<file path="src/rtl/xbar_switch_allocator.sv">
// Switch allocator for the router crossbar: per-output round-robin arbitration with
// wormhole locking, same-cycle grants and a registered crossbar select matrix.
module xbar_switch_allocator #(
    parameter int unsigned NUM_PORT     = 6,
    parameter int unsigned LOG_NUM_PORT = 3
) (
    input  logic                             clk,
    input  logic                             reset,
    input  logic [NUM_PORT-1:0]              reqValid,
    input  logic [NUM_PORT*LOG_NUM_PORT-1:0] reqOutPort,
    input  logic [NUM_PORT-1:0]              reqTail,
    input  logic [NUM_PORT-1:0]              outReady,
    output logic [NUM_PORT-1:0]              grant,
    output logic [NUM_PORT*NUM_PORT-1:0]     allocVector
);

    localparam int unsigned SUM_W = LOG_NUM_PORT + 1;

    typedef enum logic {
        S_IDLE   = 1'b0,
        S_LOCKED = 1'b1
    } state_t;

    // Flat matrices: w_req_mat/w_win_mat indexed [j*NUM_PORT + i], w_alloc [i*NUM_PORT + j]
    logic [NUM_PORT*NUM_PORT-1:0] w_req_mat;
    logic [NUM_PORT*NUM_PORT-1:0] w_win_mat;
    logic [NUM_PORT*NUM_PORT-1:0] w_alloc;

    for (genvar gi = 0; gi < NUM_PORT; gi++) begin : g_in
        for (genvar gj = 0; gj < NUM_PORT; gj++) begin : g_xp
            // Field values >= NUM_PORT never equal any gj, so illegal ports never match
            assign w_req_mat[gj*NUM_PORT+gi] = reqValid[gi] &&
                (reqOutPort[gi*LOG_NUM_PORT +: LOG_NUM_PORT] == LOG_NUM_PORT'(gj));
            assign w_alloc[gi*NUM_PORT+gj] = w_win_mat[gj*NUM_PORT+gi];
        end
        assign grant[gi] = !reset && (|w_alloc[gi*NUM_PORT +: NUM_PORT]);
    end

    for (genvar gj = 0; gj < NUM_PORT; gj++) begin : g_out
        state_t                  r_state, w_state_nxt;
        logic [LOG_NUM_PORT-1:0] r_owner, w_owner_nxt;
        logic [LOG_NUM_PORT-1:0] r_ptr, w_ptr_nxt;
        logic [NUM_PORT-1:0]     w_req;
        logic [NUM_PORT-1:0]     w_win;
        logic                    w_found;
        logic [SUM_W-1:0]        w_sum;
        logic [LOG_NUM_PORT-1:0] w_idx;

        assign w_req = w_req_mat[gj*NUM_PORT +: NUM_PORT];
        assign w_win_mat[gj*NUM_PORT +: NUM_PORT] = w_win;

        always_ff @(posedge clk) begin
            if (reset) begin
                r_state <= S_IDLE;
                r_owner <= '0;
                r_ptr   <= '0;
            end else begin
                r_state <= w_state_nxt;
                r_owner <= w_owner_nxt;
                r_ptr   <= w_ptr_nxt;
            end
        end

        always_comb begin
            w_state_nxt = r_state;
            w_owner_nxt = r_owner;
            w_ptr_nxt   = r_ptr;
            w_win       = '0;
            w_found     = 1'b0;
            w_sum       = '0;
            w_idx       = '0;
            case (r_state)
                S_IDLE: begin
                    if (outReady[gj]) begin
                        // Circular scan starting at the priority pointer
                        for (int k = 0; k < NUM_PORT; k++) begin
                            w_sum = SUM_W'(r_ptr) + SUM_W'(k);
                            if (w_sum >= SUM_W'(NUM_PORT))
                                w_sum = w_sum - SUM_W'(NUM_PORT);
                            w_idx = LOG_NUM_PORT'(w_sum);
                            if (!w_found && w_req[w_idx]) begin
                                w_found    = 1'b1;
                                w_win[w_idx] = 1'b1;
                                w_ptr_nxt  = (w_idx == LOG_NUM_PORT'(NUM_PORT - 1)) ?
                                             '0 : w_idx + LOG_NUM_PORT'(1);
                                if (!reqTail[w_idx]) begin
                                    w_state_nxt = S_LOCKED;
                                    w_owner_nxt = w_idx;
                                end
                            end
                        end
                    end
                end
                S_LOCKED: begin
                    if (w_req[r_owner] && outReady[gj]) begin
                        w_win[r_owner] = 1'b1;
                        if (reqTail[r_owner])
                            w_state_nxt = S_IDLE;
                    end
                end
            endcase
        end
    end

    always_ff @(posedge clk) begin
        if (reset)
            allocVector <= '0;
        else
            allocVector <= w_alloc;
    end

endmodule

</file>
<file path="config.mk">
export PLATFORM = sky130hd
export DESIGN_NAME = xbar_switch_allocator
export DESIGN_NICKNAME = d
export VERILOG_FILES = /design/src/rtl/xbar_switch_allocator.sv
export SDC_FILE = /design/constraint.sdc
export NUM_CORES = 1
export LEC_CHECK = 0
export ABC_AREA = 1
export CORE_UTILIZATION = 30
export DETAILED_ROUTE_END_ITERATION = 16
export DONT_BUFFER_PORTS = 1
export GPL_TIMING_DRIVEN = 0
export PLACE_DENSITY = 0.5
export SLEW_MARGIN = 20
export SYNTH_ARGS = -nofsm -noshare
export SYNTH_HDL_FRONTEND = slang
export SYNTH_SLANG_ARGS = --single-unit
</file>
<file path="constraint.sdc">
create_clock -name clk -period 4.98 [get_ports clk]
set_clock_uncertainty 0.1 [all_clocks]
set_input_delay 0.498 -clock clk [delete_from_list [all_inputs] [get_ports clk]]
set_output_delay 0.498 -clock clk [all_outputs]
set_load 0.05 [all_outputs]
</file>
==> qor.txt <==
Gpl congestion - 0.9987
CP max stage delay - 0.44 ns
Flops & latches, synth - 78
Routed wire per std cell - 19.07 um
Antenna Nets Post-Route - 0
Worst EP arrival - 4.23 ns
Cells after synthesis - 2834
Fraction of registers with async set/reset - 0%
Final period utilization - 97.02%
Worst Path Max Fanout - 10
GRT met3 Usage - 5.992%
Share of post-route cells with drive strength above 1 - 11.38%
Min cycle time layout - 4.832 ns
Bufs on Longest Clock Path - 2
Synth cell types - 68
Switching share of total power - 65.83%
Hold wc startpoint - outReady[0]
Final setup fails - 0
Die W - 223.1 um
Total global-route track usage - 26.24%
GRT met1 Usage - 34.90%
Routing usage on met2 - 40.59%
Grt ovf - 0
Slew @ Worst Pin - 1.152 ns
Final HPWL DP - 53350 um
Sequential area share after synthesis - 10.65%
PD cells - 829.2 nW/um^2
PortBufs - 0
Htree depth - 3
Routed vias - 19260
Clock power share - 5.5%
Max Slew Vio Count - 0
CTS tree - done
Most common cell after layout, fill and taps aside - nand2_1
Yosys Warn Count - 0
FMAX - 0.2070 GHz
Status - completed
Number of global-route vias before repair - 17340
Register-to-register setup slack - 1.23 ns
CTS root buf - clkbuf_16
# nets final - 2949
Worst Reg2Reg Path Length in Cells - 26
Max-slew headroom - 23.21%
First-pass GRT wire length - 100800 um
CP bufs+invs - 5
DR vias/cell - 5.534
Area grow syn2layout - 10.82%
Final wirelength - 66380 um
Post-synth EDFFs - 0
Max cap viols - 0
Slowest cell on crit path - dfxtp_4
RR Startpoint - g_out[4].r_ptr[0]
RSZ-0062 raised after global routing - true
Pint - 4.605 mW
Primary FF master, synth - dfxtp_1
Core Rows - 80
Crit. Startpoint - g_out[2].r_ptr[1]
Num CTS Buffers - 9
Hold WC Path Type - in -> reg
Initial antenna violation count - 0
WS Path Type - reg -> out
Die area - 49780 um^2
Switch Pwr - 8.872 mW
End of the critical path - grant[3]
Synthesized area per cell - 5.175 um^2
DRT iter0 DRCs - 2074
Fillers - 5506
Die Y - 223.1 um
Max VDD drop - 0.3575 mV
Kind of cell adding the most delay to the critical path - simple AND/OR/NAND/NOR gates
CORE AREA - 47950 um^2
Clock sinks - 78
R2r endpoint - g_out[4].r_owner[2]
Final Power - 13.48 mW
Setup crit end kind - output pin
Clk_lat worst skew - 0.40 ns
IO Pins - 80
Largest net degree at the start of global routing - 20
Worst setup SP type - flop
Non-Filler Instances - 3481
Drt first pass iters - 6
Hold Fails Final Rpt - 0
Residual DRC - 0
Placed cell count - 3449
Leakage - 8.042 nW
Gate power share - 85.1%
Clk slew on worst S/H paths - 0.08 ns
CP Depth - 22
Busiest grt layer - met2
Sequential Power Share - 9.5%
Starting Density - 30.59%
Most frequent cells in the layout - nand2_1 (906), inv_1 (314), nand3_1 (275)
Cell area after synthesis - 14670 um^2
Syn nets - 2923
Worst EP required - 4.38 ns
Worst-path cell chain - clkinvlp_4, ha_1, clkbuf_4, nand2_1, o21ai_2, inv_1, nor2_1, nand3_1, nand2_1, nand2_1, inv_2, nor2_4, nand2_2, nor2_1, nor2_1, nand3_1, o21ai_1, nand2_1, nor2_1, nand3_1, nand2_2, clkinvlp_4
==> how the worst min path moves through the flow <==
stage                          end  slack, ns  depth (start not counted)
2_1_floorplan     g_out[0].r_state       0.35                          2
3_3_place_gp      g_out[0].r_state       0.37                          2
3_5_place_dp      g_out[0].r_state       0.37                          2
4_1_cts        g_out[0].r_owner[1]       0.24                          3
5_1_grt        g_out[0].r_owner[2]       0.27                          3
6_report       g_out[0].r_owner[1]       0.26                          3
==> power groups by stage <==
stage / Clock [mW] / Sequential, mW / Combinational, mW
after global routing: 0.780 / 1.30 / 12.7
after floorplan: 0 / 1.20 / 7.92
after CTS: 0.754 / 1.26 / 10.8
after detailed placement: 0 / 1.27 / 10.5
final: 0.736 / 1.28 / 11.5
after global placement: 0 / 1.27 / 10.6
==> sequential cells by signal, summed over array words and instances (netlist names) <==
| register | cells |
|---|---|
| g_out.r_owner | 18 |
| allocVector | 36 |
| g_out.r_state | 6 |
| g_out.r_ptr | 18 |
==> Yosys cell counts (all sizes together) (2+ instances only) <==
library cell  number  area (um^2)
o21ai            291         1509
o311ai             3        26.28
a211oi             5        42.54
buf               44        244.0
nor2             304         1356
nand3            300         1617
xnor2              7        68.82
nor3              41        221.5
nand4             59        375.4
ha                51        638.1
nand2            964         3769
xor2               4        50.05
o211ai            38        290.3
a21oi            164        832.1
o31ai             15        112.6
o21bai             4        30.03
o211a              2        27.53
nand3b             4        30.03
inv              373         1403
dfxtp             78         1562
a21boi             3        22.52
clkinv             5        20.01
a31oi              9        71.32
o22ai              6        37.54
o221ai             2        17.52
a311oi             3        26.28
and2               2        12.51
clkbuf            38        142.6
or2                4        25.03
nor4               2        12.51
==> kinds of logic after synthesis <==
logic type	after synthesis	share of synthesized area [%]
compound gates	553	21.23
xor+xnor	11	0.8105
fa+ha+maj	51	4.351
flops	78	10.65
simple gates	1681	50.62
buf+inv	460	12.34
==> layer usage <==
metal / up-vias / part of all wire (%)
li1: 9335 / -
met1: 8954 / 44
met2: 840 / 43
met3: 134 / 8.9
met4: 0 / 4.0
met5: - / 0
==> tightest hold or removal path, delay by kind of cell <==
kind,cells,cell delay (ns)
and+or+nand+nor,2,0.16
AOI/OAI and AO/OA,1,0.06
==> per-stage QoR <==
step	setup slack, ns	utilization [%]	hold WS, ns	area [um^2]	setup TNS (ns)
floorplan	0.5639	-	0.3483	14670	0
global placement	-0.9011	32.19	0.3690	15440	-3.918
detailed placement	-0.8107	32.19	0.3679	15440	-3.656
CTS	0.002689	33.20	0.2394	15920	0
global route	-0.03086	33.89	0.2688	16250	-0.07795
finish	0.1484	33.90	0.2625	16250	0
==> timing repair <==
| action | in CTS | in global routing |
|---|---|---|
| cloned | 0 | 1 |
| setup buffers | 4 | 17 |
| gates resized for setup | 58 | 70 |
| endpoints found under the setup margin | 6 | 6 |
| pin swaps | 5 | 17 |
| hold buffers | 0 | 0 |
==> cell type report <==
cell class | instances | area (um^2) | area share (%)
Inverter | 378 | 1469 | 9.038
Antenna cell | 1 | 2.502 | 0.01540
Multi-Input combinational cell | 2297 | 11570 | 71.17
Clock inverter | 7 | 76.32 | 0.4696
Buffer | 75 | 404.1 | 2.487
Tap cell | 615 | 769.5 | 4.734
Sequential cell | 78 | 1582 | 9.731
Timing Repair Buffer | 21 | 157.7 | 0.9700
Clock buffer | 9 | 225.2 | 1.386
Power figures use the tool's default switching activity.
